## config.mk

```make
export PLATFORM = sky130hd
export DESIGN_NAME = hamming_serial_tx
export DESIGN_NICKNAME = d
export VERILOG_FILES = /design/src/rtl/hamming_pkg.sv /design/src/rtl/hamming_encoder.sv /design/src/rtl/hamming_serial_tx.sv
export SDC_FILE = /design/constraint.sdc
export NUM_CORES = 1
export LEC_CHECK = 0
export CORE_UTILIZATION = 50
export DETAILED_ROUTE_END_ITERATION = 10
export HOLD_SLACK_MARGIN = 0.08
export PLACE_DENSITY = 0.79
export SETUP_SLACK_MARGIN = 0.02
export SLEW_MARGIN = 20
export SYNTH_ARGS = -nofsm -noshare
export SYNTH_HDL_FRONTEND = slang
export SYNTH_SLANG_ARGS = --single-unit
export TNS_END_PERCENT = 20
```

## constraint.sdc

```tcl
create_clock -name clk -period 2.35 [get_ports clk]
set_clock_uncertainty 0.15 [all_clocks]
set_input_delay 0.47 -clock clk [delete_from_list [all_inputs] [get_ports clk]]
set_output_delay 0.47 -clock clk [all_outputs]
set_load 0.02 [all_outputs]
```

## src/rtl/hamming_pkg.sv

```systemverilog
// Shared types and constants for the Hamming(12,8) encode / serial transmit path.
package hamming_pkg;

  localparam int CW_W   = 12;
  localparam int DATA_W = 8;

  // Parity bit positions inside the 12-bit codeword (1-based positions 1, 2, 4, 8).
  localparam int P1 = 0;
  localparam int P2 = 1;
  localparam int P4 = 3;
  localparam int P8 = 7;

  typedef enum logic [2:0] {
    IDLE   = 3'd0,
    START  = 3'd1,
    DATA   = 3'd2,
    PARITY = 3'd3,
    STOP   = 3'd4
  } tx_state_e;

endpackage

```

## src/rtl/hamming_encoder.sv

```systemverilog
// Combinational Hamming(12,8) encoder.
// Codeword layout (MSB..LSB): {d7,d6,d5,d4,p8,d3,d2,d1,p4,d0,p2,p1}.
module hamming_encoder
  import hamming_pkg::*;
(
  input  logic [DATA_W-1:0] data,
  output logic [CW_W-1:0]   codeword
);

  // Place data bits at the non-power-of-two positions and fill in the check bits.
  always_comb begin
    codeword     = '0;
    codeword[P1] = data[0] ^ data[1] ^ data[3] ^ data[4] ^ data[6];
    codeword[P2] = data[0] ^ data[2] ^ data[3] ^ data[5] ^ data[6];
    codeword[2]  = data[0];
    codeword[P4] = data[1] ^ data[2] ^ data[3] ^ data[7];
    codeword[4]  = data[1];
    codeword[5]  = data[2];
    codeword[6]  = data[3];
    codeword[P8] = data[4] ^ data[5] ^ data[6] ^ data[7];
    codeword[8]  = data[4];
    codeword[9]  = data[5];
    codeword[10] = data[6];
    codeword[11] = data[7];
  end

endmodule

```

## src/rtl/hamming_serial_tx.sv

```systemverilog
// Byte-in, serial-out Hamming(12,8) transmitter.
// Frame on tx: start(0), codeword bits 0..11 LSB first, [overall parity], stop(1).
// Each bit is held CLKS_PER_BIT clocks. Optional feature macro:
//   HAMMING_TX_PARITY_EN - insert an even overall-parity bit before the stop bit.
module hamming_serial_tx
  import hamming_pkg::*;
#(
  parameter int CLKS_PER_BIT = 16
) (
  input  logic              clk,
  input  logic              rst,
  input  logic [DATA_W-1:0] in_data,
  input  logic              in_valid,
  output logic              in_ready,
  output logic              tx,
  output logic              busy
);

  localparam int                CNT_W    = $clog2(CLKS_PER_BIT);
  localparam logic [CNT_W-1:0]  CNT_MAX  = CNT_W'(CLKS_PER_BIT - 1);
  localparam logic [3:0]        LAST_BIT = 4'(CW_W - 1);

  tx_state_e         state_q, state_d;
  logic [CNT_W-1:0]  cnt_q, cnt_d;
  logic [3:0]        bit_idx_q, bit_idx_d;
  logic [CW_W-1:0]   shreg_q, shreg_d;
  logic              tx_q, tx_d;
  logic              busy_q, busy_d;
`ifdef HAMMING_TX_PARITY_EN
  logic              parity_q, parity_d;
`endif

  logic [CW_W-1:0]   codeword;
  logic              accept;
  logic              bit_end;

  hamming_encoder u_enc (
    .data     (in_data),
    .codeword (codeword)
  );

  assign in_ready = (state_q == IDLE) && !rst;
  assign accept   = in_valid && in_ready;
  assign bit_end  = (cnt_q == CNT_MAX);
  assign tx       = tx_q;
  assign busy     = busy_q;

  // Next-state, counter, shift-register and output-level logic for the frame sequencer.
  always_comb begin
    state_d   = state_q;
    cnt_d     = cnt_q;
    bit_idx_d = bit_idx_q;
    shreg_d   = shreg_q;
    tx_d      = tx_q;
    busy_d    = busy_q;
`ifdef HAMMING_TX_PARITY_EN
    parity_d  = parity_q;
`endif
    case (state_q)
      IDLE: begin
        cnt_d = '0;
        if (accept) begin
          state_d   = START;
          shreg_d   = codeword;
          bit_idx_d = '0;
          tx_d      = 1'b0;
          busy_d    = 1'b1;
`ifdef HAMMING_TX_PARITY_EN
          parity_d  = ^codeword;
`endif
        end
      end
      START: begin
        if (bit_end) begin
          cnt_d   = '0;
          state_d = DATA;
          tx_d    = shreg_q[0];
        end else begin
          cnt_d = cnt_q + 1'b1;
        end
      end
      DATA: begin
        if (bit_end) begin
          cnt_d   = '0;
          shreg_d = shreg_q >> 1;
          if (bit_idx_q == LAST_BIT) begin
`ifdef HAMMING_TX_PARITY_EN
            state_d = PARITY;
            tx_d    = parity_q;
`else
            state_d = STOP;
            tx_d    = 1'b1;
`endif
          end else begin
            bit_idx_d = bit_idx_q + 4'd1;
            tx_d      = shreg_q[1];
          end
        end else begin
          cnt_d = cnt_q + 1'b1;
        end
      end
`ifdef HAMMING_TX_PARITY_EN
      PARITY: begin
        if (bit_end) begin
          cnt_d   = '0;
          state_d = STOP;
          tx_d    = 1'b1;
        end else begin
          cnt_d = cnt_q + 1'b1;
        end
      end
`endif
      STOP: begin
        if (bit_end) begin
          cnt_d   = '0;
          state_d = IDLE;
          tx_d    = 1'b1;
          busy_d  = 1'b0;
        end else begin
          cnt_d = cnt_q + 1'b1;
        end
      end
      default: begin
        state_d = IDLE;
        cnt_d   = '0;
        tx_d    = 1'b1;
        busy_d  = 1'b0;
      end
    endcase
  end

  // Sequencer registers; reset aborts any frame at once and parks the line high.
  always_ff @(posedge clk or posedge rst) begin
    if (rst) begin
      state_q   <= IDLE;
      cnt_q     <= '0;
      bit_idx_q <= '0;
      shreg_q   <= '0;
      tx_q      <= 1'b1;
      busy_q    <= 1'b0;
`ifdef HAMMING_TX_PARITY_EN
      parity_q  <= 1'b0;
`endif
    end else begin
      state_q   <= state_d;
      cnt_q     <= cnt_d;
      bit_idx_q <= bit_idx_d;
      shreg_q   <= shreg_d;
      tx_q      <= tx_d;
      busy_q    <= busy_d;
`ifdef HAMMING_TX_PARITY_EN
      parity_q  <= parity_d;
`endif
    end
  end

endmodule

```

## After elaboration in Yosys (flattened, before gate mapping)

Cells that the tools add are included.

- Flip-flop bits (word level): 25
- Output and inout port bits: 3
- Logic and storage cells: 70

- Add/subtract/negate cells: 2
- Eq/ne operators: 11
- Mux-type cells: 24
- Bitwise operators: 15
- Reductions and logical operators: 12

Operators with widths:

| kind | number |
|---|---|
| 12-bit 2-to-1 mux | 2 |
| 12-bit case mux with 2 select lines | 1 |
| 4-bit 2-to-1 mux | 5 |
| 3-bit 2-to-1 mux | 5 |
| 1-bit XOR | 14 |
| 2-bit != test (second input constant) | 6 |
| 3-bit case mux with 4 select lines | 1 |
| 4-bit by 1-bit adder with 4-bit output (second input constant) | 2 |
| 4-bit == test (second input constant) | 2 |
| 4-bit case mux with 2 select lines | 1 |
| 4-bit AND reduction | 2 |
| 1-bit 2-to-1 mux | 7 |
| 3-bit AND reduction | 2 |
| 5-bit AND reduction | 1 |
| 1-bit case mux with 4 select lines | 1 |
| 3-bit by 1-bit == test with 1-bit output (second input constant) | 1 |
| 3-bit by 2-bit == test with 1-bit output (second input constant) | 1 |
| 3-bit == test (second input constant) | 1 |
| 3-bit logical NOT | 1 |
| 1-bit case mux with 3 select lines | 1 |
| 3-bit OR reduction | 1 |
| 1-bit logical AND | 2 |
| 2-bit nonzero test | 1 |
| 2-bit OR reduction | 1 |
| 2 further kinds | 2 |

## Depth between registers and ports, before layout

Gate-level depths: netlist (run 1).

- Depth after elaboration: 6
- Depth in mapped cells: 7

## By module

A second synthesis (run 1) with hierarchy kept.

- Cells, all modules: 155
- Area, all modules: 1506.4 um^2

Modules (own cells, without submodules):

| module | instances | cells each | area an instance (um^2) |
|---|---|---|---|
| hamming_serial_tx | 1 | 137 | 1322.5 |
| hamming_encoder | 1 | 18 | 183.9 |

## Least setup slack after synthesis (run 1)

Ideal clock, no wire load.

- Path kind: reg2out
- Start: register state_q[0]
- End: output in_ready
- Arrival time: 1422 ps
- Data required time: 1730 ps
- Path slack: 308 ps
- Stages on the path, launching flop included: 5
- Buffers on the path: 2
- Cells stage by stage: dfrtp_1 -> buf_2 -> clkbuf_1 -> or2_2 -> nor3_1

- Cells in the longest elaborated chain, start to end: 2

Ends and longest elaborated chain:

| item | RTL line | text |
|---|---|---|
| start, declared | hamming_serial_tx.sv:23 | `tx_state_e state_q, state_d;` |
| start signal, assigned | hamming_serial_tx.sv:145 | `state_q <= state_d;` |
| 3-bit logical NOT | hamming_serial_tx.sv:42 | `assign in_ready = (state_q == IDLE) && !rst;` |
| 1-bit logical AND | hamming_serial_tx.sv:42 |  |
| end, declared | hamming_serial_tx.sv:14 | `output logic in_ready,` |

Every way passes these cells.

## Worst setup path in the final report (run 1)

- Start: register state_q[2]
- End: output in_ready

Same word-level chain as after synthesis.

==> summary.txt, run 1 <==
Status - finished, final reports clean
Clock buffer depth - 2
Slowest cell on crit path - dfrtp_1
Die H - 55.58 um
Fmax - 0.4710 GHz
P per Cell Area - 899.4 nW/um2
Fin crit share - 90.34%
Clock-pin slew on the worst setup and hold paths - 0.14 ns
Slew headroom - 65.88%
Die area - 3089 um2
I/O Buffers - 13
Dpl cells - 192
Io pins - 14
CP arrival - 1.50 ns
Number of synthesized flops with an enable pin - 0
CP required - 1.73 ns
CP Depth - 3
CTS buffer count - 3
Mapped cell area - 1435 um2
DP HPWL - 2.180 mm
Htree depth - 1
YS warnings - 0
First-pass iteration count of the detailed router - 4
Ys flop type - dfrtp_1
End point of the critical path - in_ready
WL final - 2.974 mm
Area grow syn2layout - 14.56%
Most frequent cells in the layout - o21ai_0 (27), dfrtp_1 (24), clkdlybuf4s50_1 (12)
Synthesis-stage register bit count - 25
Commonest non-fill, non-tap cell in the layout - o21ai_0
Register area share after synthesis - 43.68%
Leak - 0.7215 nW
Hold path depth - 1
Gr ovfl total - 0
CP bufs+invs - 1
CTS root buf - clkbuf_4
Crit-path max cell delay - 0.40 ns
Final Util - 60.14%
RSZ-0062 raised after global routing - false
Startpoint types - flop
Number of global-route vias before repair - 1134
Crit Path Max Fanout - 2
Worst R2R Start - cnt_q[0]
Final Critical Period - 2.123 ns
Max Cap Viol - 0
Reg2reg setup slack - 0.40 ns
FF-to-FF End - bit_idx_q[2]
Hold violation total from the final report - 0
Worst Setup SP - state_q[2]
Worst r2r path cells - 5
CORE AREA - 2734 um2
Final Wtd Congestion - 0.7643
Critical path class - flop to output pin
Clk_lat worst skew - 0.32 ns
First-pass GRT wire length - 4.885 mm
CP delay by family, top - simple AND/OR/NAND/NOR gates
Largest net degree at the start of global routing - 26
VDD IR-drop max - 816.3 uV
CP Cell Sequence - or2_2 -> nor3_1 -> dlygate4sd2_1
Crit. End Element - output pin
Cell variety after synth - 44
Syn Area/Cell - 9.697 um2
Ant diodes - 0
Initial antenna violation count - 0
Async SR Flop Fraction - 100.0%
Worst hold slack - 0.3566 ns
Starting utilization of the core area - 52.49%
Setup Buffers After CTS - 0
Vias/cell - 6.046
Slew Limit Fails - 0
Final setup violating endpoints - 0
Drt drc - 0
Die width - 55.58 um
Net count after synthesis - 161
Core Rows - 19
Vias - 1185
CTS tree - done
Cts hold-fix bufs - 0
Non-filler instance count after layout - 196
Antenna-violating nets left - 0
Nets - 179
Share of cells above drive strength 1 - 12.12%
Clk sink count - 25
Routed len/inst - 15.17 um
1st-iter DRT viols - 23
Worst-Margin Slew - 0.5064 ns
Worst hold path type - flop to flop
GRT Util Overall - 20.04%
Synthesized instance count - 148
-- worst register-to-register path: cells and delay by family (launching register included) --
kind                       cells  cell delay, ns
DFF                            1            0.42
adders and majority gates      1            0.24
AOI/OAI and AO/OA              2            0.32
and+or+nand+nor                2            0.77
-- routing by layer --
metal	routed length, um	up-vias	global-route usage, %
met4	35	0	6.429
li1	-	573	-
met1	1321	572	25.27
met3	122	5	3.023
met2	1495	35	35.28
met5	0	-	0
-- logic make-up after synthesis --
kind of cell | count (synthesis) | synth area share, %
AO/OA/AOI/OAI | 49 | 20.14
AND/OR/NAND/NOR | 37 | 15.17
adder cells (fa/ha/maj) | 2 | 1.743
XOR/XNOR | 13 | 8.893
buffers and inverters | 15 | 5.492
flip-flops | 25 | 43.68
multiplexers | 7 | 4.882
-- how the worst min path moves through the flow --
stage	from	end
2_1_floorplan	cnt_q[0]	cnt_q[0]
3_3_place_gp	shreg_q[0]	shreg_q[0]
3_5_place_dp	cnt_q[0]	cnt_q[0]
4_1_cts	cnt_q[0]	cnt_q[0]
5_1_grt	cnt_q[0]	cnt_q[0]
6_report	cnt_q[0]	cnt_q[0]
-- registers in the layout, summed over array words and instances, names as in the netlist --
register,cells
shreg_q,12
bit_idx_q,4
tx,1
state_q,3
cnt_q,4
busy,1
-- layout make-up --
cell class / instances / area, um2
clock buffer: 4 / 26.28
timing repair buffer: 23 / 203.9
fill: 215 / 1090
sequential: 25 / 626.9
tap: 31 / 38.79
inverter: 5 / 18.77
multi-input combinational: 108 / 729.5
-- synth_stat cells, drive strengths merged, types with 2 or more instances --
cell type	n	area [um2]
a21oi	7	38.79
buf	6	45.04
clkbuf	4	15.01
dfrtp	24	600.6
ha	2	25.02
inv	4	15.01
mux2i	7	70.07
nand2	3	11.26
nand3	4	20.02
nor2	10	47.55
nor3	4	20.02
nor4	3	18.77
nor4b	3	26.28
o21ai	28	140.1
o22ai	3	18.77
o31ai	2	15.01
or2	2	12.51
or4	2	15.01
xnor2	8	70.07
xor2	4	35.03
-- repair_timing --
action,4_1_cts,5_1_grt
gates resized for setup,1,0
endpoints found under the setup margin,1,0
endpoints found under the hold margin,0,0
-- report_power, final --
group / switching [W] / internal (W) / leakage, nW
clock: 0.000126 / 0.0000664 / 0.0150
sequential: 0.000113 / 0.000609 / 0.313
combinational: 0.000297 / 0.000267 / 0.393
-- stage by stage --
step	instance area, um2	setup TNS [ns]	setup WS [ns]	power, W
after floorplan	1435	0	0.3077	0.001119
after global placement	1619	0	0.01250	0.001258
after detailed placement	1619	-0.001477	-0.001477	0.001298
after CTS	1644	0	0.2144	0.001484
after global routing	1644	0	0.1784	0.001582
final	1644	0	0.2270	0.001479
No activity file was read; power rests on OpenSTA's default activity.
==> run 2: changes to the inputs <==
==> constraint.sdc (replaced) <==
create_clock -name clk -period 2.35 [get_ports clk]
set_clock_uncertainty 0.15 [all_clocks]
set_input_delay 0.47 -clock clk [delete_from_list [all_inputs] [get_ports clk]]
set_output_delay 0.47 -clock clk [all_outputs]
set_load 0.005 [all_outputs]
==> run 2 against run 1 <==
Sequential power rose by 0.8%; power fell by 1.4%; design area fell by 0.23%; core utilization fell by 0.14 points; combinational power fell by 4.6%; via count fell by 0.76%; sequential cell count did not move; setup slack improved by 0.13 ns; maximum frequency rose by 6.4%; cell count fell by 0.51%; register-to-register slack got worse by 0.04 ns; largest power group unchanged.
==> summary.txt, run 2 (synthesis gave the netlist of run 1 again) <==
Hold violation total from the final report - 0 (unchanged)
CP delay by family, top - flip-flops
Io pins - 14 (unchanged)
CTS tree - done
Worst-Margin Slew - 0.5293 ns (+0.02291 ns)
Final setup violating endpoints - 0 (unchanged)
DP HPWL - 2.169 mm (-0.48%)
Crit Path Max Fanout - 2 (unchanged)
Slew Limit Fails - 0 (unchanged)
Post-CTS Resized - 0 (-1)
CTS buffer count - 3 (unchanged)
Leak - 0.7293 nW (+1.1%)
CP Cell Sequence - clkdlybuf4s50_1
Critical path class - flop to output pin
Starting utilization of the core area - 52.49% (unchanged)
Core Rows - 19 (unchanged)
Worst r2r path cells - 5 (unchanged)
Hold Path End - shreg_q[0]
Share of cells above drive strength 1 - 11.59% (-0.54 points)
Area grow syn2layout - 14.30%
Internal - 0.0009413 W (-0.10%)
Routed len/inst - 15.56 um (+2.6%)
Psw - 0.0005160 W (-3.8%)
Gr ovfl total - 0 (unchanged)
RSZ-0062 raised after global routing - false
Nets - 178 (-0.56%)
Switching share of power - 35.41% (-0.87 points)
Clock-pin slew on the worst setup and hold paths - 0.13 ns (about the same)
CP arrival - 1.38 ns (-0.12 ns)
Clk sink count - 25 (unchanged)
Fmax - 0.5010 GHz (+6.4%)
First-pass iteration count of the detailed router - 4 (unchanged)
Antenna-violating nets left - 0 (unchanged)
Max FFs per register - 12 (unchanged)
Initial antenna violation count - 0 (unchanged)
WL final - 3.035 mm (+2.1%)
Die H - 55.58 um (unchanged)
Number of global-route vias before repair - 1128 (-0.53%)
PnR Total Power - 0.001457 W (-1.4%)
I/O Buffers - 13 (unchanged)
Hold path start - shreg_q[0]
Largest regs - shreg_q: 12 flops, bit_idx_q: 4 flops, cnt_q: 4 flops
Crit-path max cell delay - 0.57 ns (+0.17 ns)
GRT Util Overall - 20.28% (+0.24 points)
Die area - 3089 um2 (unchanged)
FF-to-FF End - bit_idx_q[2]
Vias - 1176 (-0.76%)
Clk_lat worst skew - 0.32 ns (about the same)
Final Critical Period - 1.996 ns (-0.1271 ns)
Reg2reg setup slack - 0.36 ns (-0.04 ns)
Largest net degree at the start of global routing - 26 (unchanged)
Worst hold path type - flop to flop
Slowest cell on crit path - dfstp_2
First-pass GRT wire length - 4.940 mm (+1.1%)
Comb pwr share - 36.9% (-1.2 points)
Status - finished, final reports clean
Final Wtd Congestion - 0.7361 (-3.7%)
Drt drc - 0 (unchanged)
CTS root buf - clkbuf_4
Clock power frac - 13.1% (about the same)
Fillers - 240 (+12%)
CP bufs+invs - 1 (unchanged)
Cts hold-fix bufs - 0 (unchanged)
TNS Setup - 0 ns (unchanged)
CORE AREA - 2734 um2 (unchanged)
1st-iter DRT viols - 36 (+57%)
Vias/cell - 6.031 (-0.25%)
Biggest register - shreg_q
Slew headroom - 64.34% (-1.5 points)
Setup Buffers After CTS - 0 (unchanged)
Htree depth - 1 (unchanged)
Worst R2R Start - cnt_q[0]
VDD IR-drop max - 689.8 uV (-15%)
P per Cell Area - 888.4 nW/um2 (-1.2%)
Hold path depth - 2 (+1)
Clock buffer depth - 2 (unchanged)
Fin crit share - 84.93% (-5.4 points)
Crit. End Element - output pin
Sequential power share - 49.9% (+1.1 points)
Ant diodes - 0 (unchanged)
Commonest non-fill, non-tap cell in the layout - o21ai_0
Startpoint types - flop
Die width - 55.58 um (unchanged)
CP required - 1.73 ns (about the same)
Most frequent cells in the layout - o21ai_0 (27), dfrtp_1 (24), clkdlybuf4s50_1 (12)
Max Cap Viol - 0 (unchanged)
run 2: how the worst max path moves through the flow:
| stage | from | end | slack [ns] | cells after the start |
|---|---|---|---|---|
| 2_1_floorplan | state_q[0] | in_ready | 0.61 | 4 |
| 3_3_place_gp | rst | in_ready | 0.12 | 3 |
| 3_5_place_dp | in_valid | shreg_q[11] | 0.07 | 5 |
| 4_1_cts | state_q[2] | in_ready | 0.04 | 3 |
| 5_1_grt | cnt_q[0] | tx | 0.24 | 6 |
| 6_report | tx | tx | 0.35 | 1 |
run 2: routing by layer:
| layer | part of all wire [%] | track usage, % | vias to the layer above |
|---|---|---|---|
| li1 | - | - | 568 |
| met1 | 46 | 25.34 | 573 |
| met2 | 49 | 35.11 | 33 |
| met3 | 4.8 | 5.116 | 2 |
| met4 | 0.49 | 5.000 | 0 |
| met5 | 0 | 0 | - |
run 2: layout make-up:
type / instances / area, um2 / share of cell area, %
clock buffers: 4 / 26.28 / 1.602
well taps: 31 / 38.79 / 2.365
inverters: 5 / 18.77 / 1.144
repair buffers: 22 / 200.2 / 12.20
flip-flops and latches: 25 / 626.9 / 38.22
multi-input cells: 108 / 729.5 / 44.47
run 2: power by group through the flow:
stage	clock network [W]	registers [W]	logic (W)
after global placement	0	0.000720	0.000513
after CTS	0.000200	0.000724	0.000540
after global routing	0.000219	0.000745	0.000606
final	0.000192	0.000728	0.000538
after detailed placement	0	0.000732	0.000538
after floorplan	0	0.000695	0.000401
run 2: through the flow:
step	setup WS (ns)	utilization [%]	area, um2	hold WS, ns	instances
floorplan	0.6054	-	1435	0.3133	148
global placement	0.1153	58.95	1612	0.3331	191
detailed placement	0.06966	58.95	1612	0.3403	191
CTS	0.03642	59.91	1638	0.3662	195
global route	0.2370	60.00	1640	0.3941	195
finish	0.3541	60.00	1640	0.3634	195
